$ cat src/rtl/rename_reg_file.sv
`default_nettype none
// ============================================================================
//  Module      : rename_reg_file
//  Description : Architectural register file x0..x31 with per-register rename
//                tags. It takes the ROB head commit broadcast, records new
//                destination renames from issue, and serves two combinational
//                operand lookups (value, or busy + pending producer tag).
//                Optional macro REGFILE_COMMIT_BYPASS_EN forwards a matching
//                same-cycle commit straight onto the read ports.
//  Revision    : 1.0 - initial release
// ============================================================================
module rename_reg_file #(
    parameter int XLEN  = 32,
    parameter int TAG_W = 4,
    parameter int NREG  = 32
) (
    input  logic             clk_in,
    input  logic             rst_in,
    input  logic             rdy_in,
    input  logic             predict_fail,
    input  logic             commit_valid,
    input  logic [TAG_W-1:0] commit_tag,
    input  logic [4:0]       commit_rd,
    input  logic [XLEN-1:0]  commit_val,
    input  logic             issue_valid,
    input  logic [4:0]       issue_rd,
    input  logic [TAG_W-1:0] issue_tag,
    input  logic [4:0]       rs1_idx,
    input  logic [4:0]       rs2_idx,
    output logic [XLEN-1:0]  rs1_val,
    output logic             rs1_busy,
    output logic [TAG_W-1:0] rs1_tag,
    output logic [XLEN-1:0]  rs2_val,
    output logic             rs2_busy,
    output logic [TAG_W-1:0] rs2_tag,
    output logic [31:0]      retire_cnt
);

    // ------------------------------------------------------------------------
    // Architectural state
    // ------------------------------------------------------------------------
    logic [XLEN-1:0]  val_q [NREG];
    logic [XLEN-1:0]  val_d [NREG];
    logic [NREG-1:0]  busy_q;
    logic [NREG-1:0]  busy_d;
    logic [TAG_W-1:0] tag_q [NREG];
    logic [TAG_W-1:0] tag_d [NREG];
    logic [31:0]      retire_cnt_q;
    logic [31:0]      retire_cnt_d;

    // ------------------------------------------------------------------------
    // Qualified events. Everything is gated by rdy_in so a stalled pipeline
    // leaves the file untouched. A flush drops any same-cycle rename because
    // that rename belongs to the squashed path.
    // ------------------------------------------------------------------------
    logic w_commit_en;
    logic w_commit_hit;
    logic w_flush;
    logic w_rename_en;

    assign w_commit_en  = rdy_in & commit_valid;
    assign w_commit_hit = w_commit_en && (commit_rd != 5'd0) &&
                          busy_q[commit_rd] && (tag_q[commit_rd] == commit_tag);
    assign w_flush      = rdy_in & predict_fail;
    assign w_rename_en  = rdy_in & issue_valid & ~predict_fail & (issue_rd != 5'd0);

    // Next-state: commit writes the value, a matching commit clears the
    // rename, flush clears all renames, and a rename is applied last so it
    // overrides a same-register commit in the same cycle.
    always_comb begin
        val_d        = val_q;
        busy_d       = busy_q;
        tag_d        = tag_q;
        retire_cnt_d = retire_cnt_q;

        if (w_commit_en) begin
            retire_cnt_d = retire_cnt_q + 32'd1;
            if (commit_rd != 5'd0) begin
                val_d[commit_rd] = commit_val;
            end
        end

        // An older producer retiring (tag mismatch) leaves the rename alone.
        if (w_commit_hit) begin
            busy_d[commit_rd] = 1'b0;
            tag_d[commit_rd]  = '0;
        end

        if (w_flush) begin
            busy_d = '0;
            for (int i = 0; i < NREG; i++) begin
                tag_d[i] = '0;
            end
        end

        if (w_rename_en) begin
            busy_d[issue_rd] = 1'b1;
            tag_d[issue_rd]  = issue_tag;
        end
    end

    // State register with asynchronous clear.
    always_ff @(posedge clk_in or posedge rst_in) begin
        if (rst_in) begin
            for (int i = 0; i < NREG; i++) begin
                val_q[i] <= '0;
                tag_q[i] <= '0;
            end
            busy_q       <= '0;
            retire_cnt_q <= '0;
        end else begin
            for (int i = 0; i < NREG; i++) begin
                val_q[i] <= val_d[i];
                tag_q[i] <= tag_d[i];
            end
            busy_q       <= busy_d;
            retire_cnt_q <= retire_cnt_d;
        end
    end

    assign retire_cnt = retire_cnt_q;

    // Operand port 1: registered lookup, optional commit forwarding, x0 and
    // reset force an all-zero answer.
    always_comb begin
        rs1_val  = val_q[rs1_idx];
        rs1_busy = busy_q[rs1_idx];
        rs1_tag  = tag_q[rs1_idx];
`ifdef REGFILE_COMMIT_BYPASS_EN
        if (w_commit_hit && (rs1_idx == commit_rd)) begin
            rs1_val  = commit_val;
            rs1_busy = 1'b0;
            rs1_tag  = '0;
        end
`endif
        if (rst_in || (rs1_idx == 5'd0)) begin
            rs1_val  = '0;
            rs1_busy = 1'b0;
            rs1_tag  = '0;
        end
    end

    // Operand port 2: identical to port 1, fully independent of it.
    always_comb begin
        rs2_val  = val_q[rs2_idx];
        rs2_busy = busy_q[rs2_idx];
        rs2_tag  = tag_q[rs2_idx];
`ifdef REGFILE_COMMIT_BYPASS_EN
        if (w_commit_hit && (rs2_idx == commit_rd)) begin
            rs2_val  = commit_val;
            rs2_busy = 1'b0;
            rs2_tag  = '0;
        end
`endif
        if (rst_in || (rs2_idx == 5'd0)) begin
            rs2_val  = '0;
            rs2_busy = 1'b0;
            rs2_tag  = '0;
        end
    end

endmodule
`default_nettype wire

$ cat config.mk
export PLATFORM = sky130hd
export DESIGN_NAME = rename_reg_file
export DESIGN_NICKNAME = d
export VERILOG_FILES = /design/src/rtl/rename_reg_file.sv
export SDC_FILE = /design/constraint.sdc
export NUM_CORES = 2
export LEC_CHECK = 0
export BUFFER_PORTS_ARGS = -buffer_cell sky130_fd_sc_hd__buf_2
export CAP_MARGIN = 20
export CORE_MARGIN = 2
export CORE_UTILIZATION = 60
export DETAILED_ROUTE_END_ITERATION = 8
export PLACE_DENSITY = 0.77
export REMOVE_ABC_BUFFERS = 1
export SLEW_MARGIN = 10
export SYNTH_ARGS = -nofsm -noshare
export SYNTH_HDL_FRONTEND = slang
export SYNTH_SLANG_ARGS = --single-unit
$ cat constraint.sdc
create_clock -name clk_in -period 56.8 [get_ports clk_in]
set_input_delay 5.68 -clock clk_in [delete_from_list [all_inputs] [get_ports clk_in]]
set_output_delay 5.68 -clock clk_in [all_outputs]
set_load 0.03 [all_outputs]
==> reports/qor.csv <==
metric,value,unit
run status,finished clean,
Flop pwr share,0.447,
starting density of the core,0.604,
# Max-Cap Violations,0,
die width,340,µm
Setup WS post-layout,40.01,ns
WP data arrival,11.11,ns
Nets,5499,
"Seq/Total Area, Yosys",0.448,
Core ar.,112000,µm²
most common cell in the netlist,dfrtp_1,
startpoint types,input port,
Remaining DRCs,0,
GRT Overall Usage,0.371,
DRT Pass-1 Iters,8,
CP Class,input port to primary output,
synth-to-layout area growth,9.26,%
Reg area,30400,µm²
first-pass GRT wire length,324000,µm
Synth Register Bits,1216,
synth unique cells,50,
largest net degree at the start of global routing,164,
I/O pin count,172,
initial antenna violation count,5,
Yosys top cell area share,0.448,
most common library cells after synthesis,"dfrtp_1 (1216), mux2_2 (1055), mux2i_1 (508), clkbuf_1 (432), a21oi_1 (373)",
layout cells sized above 1,0.347,
setup tns final,0,ns
Gate power share,0.159,
clk buf depth,3,
CP Capture Type,primary output,
Mean Syn Cell Area,12.1,µm²
"FFs w/ async S/R, synth",1.00,
Slew headroom,0.229,
GP Congestion,1.01,
Final setup violation count,0,
gate count of the mapped netlist,5599,
Lkg Pwr,33.1,nW
via count,50800,
CTS sink cnt,1216,
Post-DRT Antenna Nets,0,
die area,116000,µm²
Post-synth EDFFs,0,
r2r setup slk,53.15,ns
H-tree depth,4,
CTS root buf,clkbuf_16,
final max-slew violation count,0,
synthesized area,67900,µm²
Vias/cell,7.22,
multi-input logic area,35500,µm²
CTS Buf Count,133,
"Hold-fix buffers, CTS",0,
required time worst endpoint,51.12,ns
count of non-filler cells in the finished layout,7038,
Fillers,8171,
Cells after DPL,6794,
worst skew pair latency,0.76,ns
routed len/inst,30.9,µm
final-report hold violation count,0,
vias in the first global route,50300,
Clock Skew,0.0208,ns
total power,2.32,mW
drt total wl,218000,µm
Max Clk Rate,59.6,MHz
RSZ-0062 raised after global routing,false,
min Tclk post-route,16.79,ns
total internal power,1.69,mW
"Primary FF master, synth",dfrtp_1,
P per Cell Area,31.4,nW/µm²
"area leader, netlist",dfrtp_1,
utilization after layout,0.660,
num rows,123,
worst hold-check path type,flop to flop,
post-CTS sizing,0,
Setup Buffers After CTS,0,
CTS tree,built,
worst vdd ir,0.0283,mV
detailed placer's ending HPWL,121000,µm
Clock power frac,0.394,
Port Buffers,171,
"CTS clk-pin slew, worst paths",0.06,ns
Net Sw Power,0.635,mW
sw frac,0.273,
top area cells in the synthesized netlist,"dfrtp_1 (45%), mux2_2 (18%), mux4_2 (10%)",
Tightest Pin Transition,1.16,ns
Ys Warns,0,
initial drt markers,6082,
Die Ht,340,µm
Setup WS pre-CTS,40.07,ns
Tcrit/Tclk final,0.296,
critical path peak fanout,57,
GR Overflow Total,0,
==> critical path: stages <==
cell     delay (ns)
buf_8          0.43
buf_4          0.81
buf_4          0.78
buf_4          0.84
buf_4          0.81
mux2_2         0.41
a21oi_1        0.15
o21ai_0        0.14
o22ai_1        0.23
nor3_1         0.07
a21oi_1        0.29
nor2_1         0.09
buf_2          0.22
==> routing by layer <==
| layer | vias to the layer above | global-route usage | routed length, µm |
|---|---|---|---|
| met5 | - | 0 | 168 |
| met4 | 8 | 0.207 | 13100 |
| met3 | 793 | 0.0919 | 23300 |
| met2 | 3200 | 0.564 | 99200 |
| met1 | 26100 | 0.492 | 81800 |
| li1 | 20800 | - | - |
==> through the flow <==
step	area, µm²	hold WS, ns
4_1_cts	74100	0.401
3_5_place_dp	69500	0.388
2_1_floorplan	65600	0.373
6_report	74100	0.399
3_3_place_gp	69500	0.384
5_1_grt	74100	0.410
==> power by group through the flow <==
stage / Combinational (mW) / Clock (mW) / Sequential [mW]
finish: 0.370 / 0.915 / 1.04
global route: 0.394 / 0.956 / 1.05
CTS: 0.366 / 0.921 / 1.04
detailed placement: 0.363 / 0 / 1.05
global placement: 0.352 / 0 / 1.04
floorplan: 0.245 / 0 / 1.03
==> final cells by class <==
| class | count | area share |
|---|---|---|
| Sequential cell | 1216 | 0.410 |
| Inverter | 2 | 0.000203 |
| Clock inverter | 39 | 0.00847 |
| Clock buffer | 199 | 0.0534 |
| Timing Repair Buffer | 271 | 0.0238 |
| Antenna cell | 3 | 0.000101 |
| Tap cell | 1500 | 0.0253 |
| Multi-Input combinational cell | 3808 | 0.478 |
==> cell usage in the layout, fill, tap and decap left out, types with 7 or more instances in the layout <==
| cell | n |
|---|---|
| xnor2_1 | 20 |
| o21ai_1 | 155 |
| mux4_2 | 304 |
| bufinv_16 | 14 |
| clkbuf_1 | 30 |
| nor2_4 | 24 |
| o22ai_1 | 180 |
| clkbuf_16 | 135 |
| clkbuf_8 | 36 |
| nand2_1 | 218 |
| nor4b_4 | 19 |
| nand4_1 | 7 |
| dfrtp_1 | 1216 |
| mux2_2 | 1055 |
| and3_1 | 11 |
| mux2_1 | 86 |
| nor2_1 | 220 |
| nor4_1 | 9 |
| buf_4 | 98 |
| nor3_1 | 79 |
| nand3_1 | 138 |
| and2_1 | 8 |
| or3_1 | 10 |
| a21oi_1 | 373 |
| nor4_4 | 11 |
| buf_2 | 160 |
| clkinv_2 | 12 |
| o21ai_0 | 148 |
| o221ai_1 | 148 |
| xor2_1 | 11 |
| mux2i_1 | 508 |
==> logic make-up after synthesis <==
| kind of cell | synth area share |
|---|---|
| adders and majority gates | 0.000184 |
| muxes | 0.365 |
| and+or+nand+nor | 0.0624 |
| buffers and inverters | 0.0331 |
| xor gates and xnor gates | 0.00413 |
| DFF | 0.448 |
| AOI/OAI and AO/OA | 0.0866 |
==> final timing paths <==
check                      cells past startpoint         from              to
max                                           13   rs2_idx[0]      rs2_val[4]
min                                            0  val_q[1011]     val_q[1011]
max reg2reg                                    7   tag_q[122]       tag_q[17]
min reg2reg                                    0  val_q[1011]     val_q[1011]
max in group asynchronous                      5       rst_in      val_q[220]
min in group asynchronous                      2       rst_in  retire_cnt[29]
==> registers in the layout, indices dropped and copies added (netlist names) <==
signal and cells:
busy_q 32, tag_q 128, val_q 1024, retire_cnt 32
No activity file was read; power rests on OpenSTA's default activity.
